File: config.mk
export PLATFORM = sky130hd
export DESIGN_NAME = l1_mau_arb
export DESIGN_NICKNAME = d
export VERILOG_FILES = /design/src/rtl/l1_mau_arb.sv
export SDC_FILE = /design/constraint.sdc
export NUM_CORES = 1
export LEC_CHECK = 0
export BUFFER_PORTS_ARGS = -buffer_cell sky130_fd_sc_hd__buf_2
export CAP_MARGIN = 10
export CORE_AREA = 2 2 302 304
export DETAILED_ROUTE_END_ITERATION = 10
export DIE_AREA = 0 0 304 306
export GPL_TIMING_DRIVEN = 1
export MAX_ROUTING_LAYER = met4
export SETUP_SLACK_MARGIN = 0.3
export SYNTH_ARGS = -nofsm -noshare
export SYNTH_HDL_FRONTEND = slang
export SYNTH_SLANG_ARGS = --single-unit
File: constraint.sdc
create_clock -name clk -period 4.75 [get_ports clk]
set_clock_uncertainty 0.15 [all_clocks]
set_input_delay 0.95 -clock clk [delete_from_list [all_inputs] [get_ports clk]]
set_output_delay 0.95 -clock clk [all_outputs]
set_load 0.005 [all_outputs]
File: src/rtl/l1_mau_arb.sv
// l1_mau_arb: shares the single memory access unit port between L1I and L1D.
// Round-robin grant from IDLE, one outstanding downstream request at a time,
// combinational ack/data return to the owner, sticky timeout flag.
module l1_mau_arb #(
    parameter int ADDR_WIDTH  = 32,
    parameter int LINE_WIDTH  = 128,
    parameter int TIMEOUT_CYC = 1024
) (
    input  logic                      clk,
    input  logic                      rst,
    input  logic                      i_req_val,
    input  logic [ADDR_WIDTH-1:0]     i_req_addr,
    output logic                      i_req_ack,
    output logic [LINE_WIDTH-1:0]     i_ack_data,
    input  logic                      d_req_val,
    input  logic [ADDR_WIDTH-1:0]     d_req_addr,
    input  logic                      d_req_cop,
    input  logic [LINE_WIDTH-1:0]     d_req_wdata,
    input  logic [LINE_WIDTH/8-1:0]   d_req_be,
    output logic                      d_req_ack,
    output logic [LINE_WIDTH-1:0]     d_ack_data,
    output logic                      mem_req_val,
    output logic [ADDR_WIDTH-1:0]     mem_req_addr,
    output logic                      mem_req_cop,
    output logic [LINE_WIDTH-1:0]     mem_req_wdata,
    output logic [LINE_WIDTH/8-1:0]   mem_req_be,
    input  logic                      mem_req_ack,
    input  logic [LINE_WIDTH-1:0]     mem_ack_data,
    output logic                      err
);

    localparam int BE_WIDTH = LINE_WIDTH / 8;
    // Keep the counter at least one bit wide so a disabled timeout still elaborates.
    localparam int CNT_W = (TIMEOUT_CYC > 0) ? $clog2(TIMEOUT_CYC + 1) : 1;
    localparam logic [CNT_W-1:0] CNT_MAX  = CNT_W'(TIMEOUT_CYC);
    localparam logic [CNT_W-1:0] CNT_LAST = CNT_W'(TIMEOUT_CYC - 1);
    localparam bit TIMEOUT_EN = (TIMEOUT_CYC != 0);

    typedef enum logic [1:0] {
        IDLE   = 2'd0,
        BUSY_I = 2'd1,
        BUSY_D = 2'd2
    } state_t;

    state_t                  state_reg;
    logic                    prio_d_reg;
    logic [CNT_W-1:0]        cnt_reg;
    logic                    err_reg;
    logic                    orphan_reg;
    logic                    mem_req_val_reg;
    logic                    mem_req_cop_reg;
    logic [ADDR_WIDTH-1:0]   mem_req_addr_reg;
    logic [LINE_WIDTH-1:0]   mem_req_wdata_reg;
    logic [BE_WIDTH-1:0]     mem_req_be_reg;

    logic                    grant_d;
    logic                    grant_i;
    logic [1:0]              busy_vec;
    logic [1:0]              ack_vec;
    logic [LINE_WIDTH-1:0]   ack_data_arr [2];

    // L1D wins when it is alone or holds priority; L1I otherwise.
    assign grant_d = d_req_val && (!i_req_val || prio_d_reg);
    assign grant_i = i_req_val && !grant_d;

    // Index 0 is L1I, index 1 is L1D.
    assign busy_vec = {state_reg == BUSY_D, state_reg == BUSY_I};

    // Ack and data are a same-cycle pass-through of the memory response to the owner only;
    // gated by rst so a response arriving during reset never reaches a cache.
    generate
        for (genvar gi = 0; gi < 2; gi++) begin : g_ack
            assign ack_vec[gi]      = busy_vec[gi] & mem_req_ack & ~rst;
            assign ack_data_arr[gi] = ack_vec[gi] ? mem_ack_data : '0;
        end
    endgenerate

    assign i_req_ack     = ack_vec[0];
    assign d_req_ack     = ack_vec[1];
    assign i_ack_data    = ack_data_arr[0];
    assign d_ack_data    = ack_data_arr[1];
    assign mem_req_val   = mem_req_val_reg;
    assign mem_req_addr  = mem_req_addr_reg;
    assign mem_req_cop   = mem_req_cop_reg;
    assign mem_req_wdata = mem_req_wdata_reg;
    assign mem_req_be    = mem_req_be_reg;
    assign err           = err_reg;

    // Arbitration FSM with registered downstream request, priority and timeout tracking.
    always_ff @(posedge clk) begin
        if (rst) begin
            state_reg         <= IDLE;
            prio_d_reg        <= 1'b1;
            cnt_reg           <= '0;
            err_reg           <= 1'b0;
            mem_req_val_reg   <= 1'b0;
            mem_req_cop_reg   <= 1'b0;
            mem_req_addr_reg  <= '0;
            mem_req_wdata_reg <= '0;
            mem_req_be_reg    <= '0;
        end else begin
            case (state_reg)
                IDLE: begin
                    if (grant_d) begin
                        state_reg         <= BUSY_D;
                        mem_req_val_reg   <= 1'b1;
                        mem_req_addr_reg  <= d_req_addr;
                        mem_req_cop_reg   <= d_req_cop;
                        mem_req_wdata_reg <= d_req_cop ? d_req_wdata : '0;
                        mem_req_be_reg    <= d_req_cop ? d_req_be : '0;
                        cnt_reg           <= '0;
                    end else if (grant_i) begin
                        state_reg         <= BUSY_I;
                        mem_req_val_reg   <= 1'b1;
                        mem_req_addr_reg  <= i_req_addr;
                        mem_req_cop_reg   <= 1'b0;
                        mem_req_wdata_reg <= '0;
                        mem_req_be_reg    <= '0;
                        cnt_reg           <= '0;
                    end
                end
                BUSY_I, BUSY_D: begin
                    if (mem_req_ack) begin
                        // Completion forces one IDLE cycle and hands priority to the other side.
                        state_reg       <= IDLE;
                        mem_req_val_reg <= 1'b0;
                        prio_d_reg      <= (state_reg == BUSY_I);
                    end else if (TIMEOUT_EN) begin
                        if (cnt_reg != CNT_MAX) begin
                            cnt_reg <= cnt_reg + 1'b1;
                        end
                        if (cnt_reg == CNT_LAST) begin
                            err_reg <= 1'b1;
                        end
                    end
                end
                default: begin
                    state_reg       <= IDLE;
                    mem_req_val_reg <= 1'b0;
                end
            endcase
        end
    end

    // Remembers a downstream request abandoned by reset, whose late ack is legitimately expected.
    always_ff @(posedge clk) begin
        if (rst) begin
            orphan_reg <= (state_reg != IDLE);
        end else if (state_reg == IDLE && (mem_req_ack || grant_d || grant_i)) begin
            orphan_reg <= 1'b0;
        end
    end

    // Flags an unsolicited memory ack while idle (late acks of reset-abandoned requests excepted).
    always_ff @(posedge clk) begin
        if (!rst && state_reg == IDLE && !orphan_reg) begin
            assert (!mem_req_ack)
            else $error("l1_mau_arb: mem_req_ack received while idle");
        end
    end

endmodule
* Yosys cells after proc, flatten, opt, wreduce, memory -nomap -nowiden
Index checks and enable logic that the tools add are counted.
** Cells by class
- Equality and inequality tests :: 8
- Bitwise gates (word level) :: 6
- Reductions and logical operators :: 14
- $add $sub $neg :: 1
- Mux-type cells :: 25
** Operators with widths (number)
- two-way mux 128 bit :: 5
- two-way mux 32 bit :: 2
- two-way mux 16 bit :: 3
- two-way mux 11 bit :: 4
- case mux 11 bit (2 select lines) :: 1
- adder 11 x 1 -> 11 bit, second input constant :: 1
- equality test 11 x 10 -> 1 bit, second input constant :: 1
- != test 11 bit, second input constant :: 1
- two-way mux 2 bit :: 3
- != test 2 bit, second input constant :: 3
- AND reduction 2 bit :: 3
- two-way mux 1 bit :: 5
- AND 1 bit :: 4
- case mux 2 bit (2 select lines) :: 1
- AND reduction 4 bit :: 1
- nonzero test 2 bit :: 2
- != test 3 bit, second input constant :: 1
- AND reduction 3 bit :: 1
- equality test 2 x 1 -> 1 bit, second input constant :: 1
- equality test 2 bit, second input constant :: 1
- logical AND 1 bit :: 2
- zero test 1 bit :: 2
- zero test 2 bit :: 1
- inverter 1 bit :: 2
- other kinds (3) :: 3
** Storage, ports and cells
- Register bits after elaboration :: 193
- Output and inout port bits :: 437

* Depth between registers and ports, before layout
- Depth in word-level cells :: 8
- Mapped depth :: 9
- Depth with buffers taken out :: 6

* Worst setup path before layout
OpenSTA, ideal clock, no wires.
- Path type :: input -> output
- From :: input rst
- To :: output d_ack_data[100]
- Stages :: 5
- Data arrival time :: 1.935 ns
- Slack :: 1.715 ns
- Required time :: 3.650 ns
- Path buffers :: 3
- Cells stage by stage :: clkbuf_1 > and3b_1 > clkbuf_1 > clkbuf_1 > and2_1
** Between the ends
- Cells in the longest elaborated chain, start to end :: 3
** RTL lines
- start, declared :: RTL line 10 : input logic rst,
- inverter 1 bit :: RTL line 73 : assign ack_vec[gi] = busy_vec[gi] & mem_req_ack & ~rst;
- AND 1 bit :: RTL line 73
- two-way mux 128 bit :: RTL line 74 : assign ack_data_arr[gi] = ack_vec[gi] ? mem_ack_data : '0;
- end, declared :: RTL line 21 : output logic [LINE_WIDTH-1:0] d_ack_data,
No other way between the ends.

* Worst setup path after layout
- From :: input rst
- To :: output i_ack_data[14]
** Between the ends
- Cells in the longest elaborated chain, start to end :: 3
** RTL lines
- inverter 1 bit :: RTL line 73
- AND 1 bit :: RTL line 73
- two-way mux 128 bit :: RTL line 74
- end, declared :: RTL line 14 : output logic [LINE_WIDTH-1:0] i_ack_data,
No other way between the ends.

==> out/qor.yml <==
floorplan:
  core_area_um2: 89600
  floorplan.initialDensity_pct: 9.87
  dieHeight_um: 306
  die-area_um2: 93000
  core.rowCount: 110
  die_w_um: 304
  ioPinCount: 779
yosys:
  post_synth_xor_area_fraction_pct: 0
  syn-num-nets: 1372
  synth_top_cells_by_count: "258 x sky130_fd_sc_hd__and2_1, 193 x sky130_fd_sc_hd__dfxtp_1, 181 x sky130_fd_sc_hd__nor2_1, 145 x sky130_fd_sc_hd__a22oi_1, 64 x sky130_fd_sc_hd__clkbuf_1"
  yosysWarnings: 0
  synth.cell_area_um2: 8850
  ys_ff_latch: 193
  synth_compound_gate_area_share_pct: 18.0
  synth_top_flop_cell: "sky130_fd_sc_hd__dfxtp_1"
  synthesis.instances: 1025
  synth.top_cells.by_area: "sky130_fd_sc_hd__dfxtp_1 44%, sky130_fd_sc_hd__and2_1 18%, sky130_fd_sc_hd__a22oi_1 12%"
  netlist-cell-type-count: 43
  synth_most_common_cell: "sky130_fd_sc_hd__and2_1"
  post-synth-top-area-fraction_pct: 43.7
  synth_top_cell_by_area: "sky130_fd_sc_hd__dfxtp_1"
  synth_top_family_by_area: "simple AND/OR/NAND/NOR gates"
  synthSimpleGateAreaFrac_pct: 28.8
  syn_avg_cell_area_um2: 8.63
  number_of_flops_mapped_to_enable_cells_by_yosys: 0
  ys_seq_area_share_pct: 43.7
  synth_adder_area_share_pct: 0.707
  synth.area.mux_share_pct: 3.62
  ys_async_sr_fraction_pct: 0
setup_path:
  worst_path_max_delay_cell: "sky130_fd_sc_hd__and3b_4"
  worst_setup_path_startpoint: "rst"
  required_time_at_the_worst_slack_endpoint_ps: 3650
  ff2ff_path_depth: 7
  crit_type: "in2out"
  worstPathBufferInverterCount: 3
  rrSetupSlack_ps: 2180
  timing.critical_path.from_type: "input port"
  crit_path_max_incr_delay_ps: 470
  path_max_fanout: 115
  rr_startpoint: "state_reg[1]$_SDFFE_PP0P_"
  cpLargestDelayFamily: "simple AND/OR/NAND/NOR gates"
  crit_arrival_ps: 2440
  r2r_end: "mem_req_addr[28]$_SDFFE_PP0P_"
  crit_cells: 5
  critPathCaptureType: "primary output"
  worstSetupEndpoint: "i_ack_data[14]"
  path_cells: "buf_6, and3b_4, buf_12, and2_1, buf_2"
clock_network:
  cts_post_setup_buffers_inserted: 0
  holdBufCountCts: 0
  post_cts_resize_count: 0
  cts-htree-levels: 4
  cts_buffer_depth: 2
  clock_transition_at_the_registers_of_the_reported_paths_ps: 80
  tritoncts: "built"
  numCtsBuffers: 17
  cts.root.buffer_cell: "sky130_fd_sc_hd__clkbuf_16"
  insertion_delay_ps: 470
  clock_sink_count: 193
layout:
  design_area_final_um2: 14600
  nFillCells: 10213
  largest_register_ff_count: 128
  total_area_of_multi_input_combinational_cells_um2: 4550
  register_area_um2: 3860
  area_growth_pct: 65.2
  post_route_cells_drive_above_1_share_pct: 47.5
  fin_cells: 2947
  layout.nets: 2089
outcome:
  run_status: "finished, final reports clean"
place:
  place_hpwl_um: 45600
  place.port_buffers: 778
  dpl_cell_area_um2: 14000
  routabilityCongestion: 0.881
  placed_cells: 2899
sta:
  rsz0062_at_grt: "no"
  finalHoldViolations: 0
  setup_viol: 0
  totalNegativeSetupSlack_ps: 0
  max_clock_freq_mhz: 282
  period_minus_slack_ps: 3540
  remaining_max_slew_budget_at_the_tightest_pin_pct: 33.3
  worstMarginPinSlew_ps: 1000
  post-route-period-util_pct: 74.6
  slew_viol_final: 0
  hold-worst-slack_ps: 310
global_route:
  grt_pass1_vias: 9641
  grt_start_max_net_pins: 153
  grt_antenna_before_repair: 47
  track_usage_pct: 11.6
  grt_pass1_wl_um: 73900
  global_route.overflow_total: 0
power:
  power.ir.vdd_worst_v: 0.000274
  power.leakage_nw: 7.37
  totalPowerFinal_mw: 4.22
  pwr_density_cell_nw_per_um2: 288
worst_hold_path:
  hold_path_class: "reg2reg"
detailed_routing:
  drt.antenna.violating_nets: 0
  totalWireLength_um: 54600
  drt-wirelength-per-cell_um: 18.5
  drc_errors: 0
  via_per_inst: 3.53
  drt-initial-drc-count: 595
  dr_total_vias: 10397
  drt_first_pass_iters: 5
run:
  maxCapViolations: 0
## layout make-up
type                            count  area share (%)
Multi-Input combinational cell    731            31.1
Timing Repair Buffer              791            27.8
Sequential cell                   193            26.4
Tap cell                         1176            10.1
Clock buffer                       18            3.00
Clock inverter                     14            1.09
Antenna cell                       16           0.274
Inverter                            8           0.205
## cell usage in the layout (no fill, tap or decap), types with 6 or more instances in the layout
cell,synthesis,final
sky130_fd_sc_hd__a21oi_1,12,12
sky130_fd_sc_hd__and2_1,258,258
sky130_fd_sc_hd__or3_1,6,6
sky130_fd_sc_hd__diode_2,0,16
sky130_fd_sc_hd__buf_4,5,8
sky130_fd_sc_hd__a211oi_1,36,36
sky130_fd_sc_hd__inv_1,6,6
sky130_fd_sc_hd__o21ai_0,9,9
sky130_fd_sc_hd__mux2i_1,32,32
sky130_fd_sc_hd__dfxtp_1,193,193
sky130_fd_sc_hd__clkbuf_16,0,17
sky130_fd_sc_hd__a22oi_1,145,145
sky130_fd_sc_hd__nor2_1,181,181
sky130_fd_sc_hd__buf_2,19,777
## report_power, final
part / switching, mW / leakage, nW / total, mW / internal (mW)
sequential: 0.0589 / 1.57 / 1.79 / 1.73
combinational: 0.533 / 5.50 / 0.926 / 0.393
clock: 0.779 / 0.295 / 1.50 / 0.723
total: 1.37 / 7.37 / 4.22 / 2.84
## per-layer routing
| metal | GRT usage, % | wire [um] |
|---|---|---|
| met1 | 13.2 | 21800 |
| met5 | - | 0 |
| met2 | 18.9 | 26100 |
| met3 | 2.97 | 4040 |
| met4 | 6.03 | 2720 |
## logic make-up after synthesis
group	count (synthesis)
multiplexers	32
buffers and inverters	101
flip-flops	193
AO/OA/AOI/OAI	217
adder cells (fa/ha/maj)	5
AND/OR/NAND/NOR	477
## worst min path at each step
| stage | start | to | slack (ps) | cells past startpoint |
|---|---|---|---|---|
| after floorplan | err$_SDFFE_PP0P_ | err$_SDFFE_PP0P_ | 290 | 2 |
| final | err$_SDFFE_PP0P_ | err$_SDFFE_PP0P_ | 310 | 2 |
| after global routing | err$_SDFFE_PP0P_ | err$_SDFFE_PP0P_ | 330 | 2 |
| after global placement | err$_SDFFE_PP0P_ | err$_SDFFE_PP0P_ | 290 | 2 |
| after CTS | err$_SDFFE_PP0P_ | err$_SDFFE_PP0P_ | 310 | 2 |
| after detailed placement | err$_SDFFE_PP0P_ | err$_SDFFE_PP0P_ | 300 | 2 |
## through the flow
stage | worst slack [ps] | util, %
5_1_grt | 1170 | 16.3
2_1_floorplan | 1710 | -
4_1_cts | 1270 | 16.3
3_3_place_gp | 1260 | 15.6
3_5_place_dp | 1270 | 15.6
6_report | 1210 | 16.3
## worst register-to-register path, delay by kind of cell (launching register included)
family / cells / cell delay, ps
buf+inv: 3 / 710
flops: 1 / 340
fa+ha+maj: 1 / 360
simple gates: 1 / 90
compound gates: 2 / 830
No activity file was read; power rests on OpenSTA's default activity.
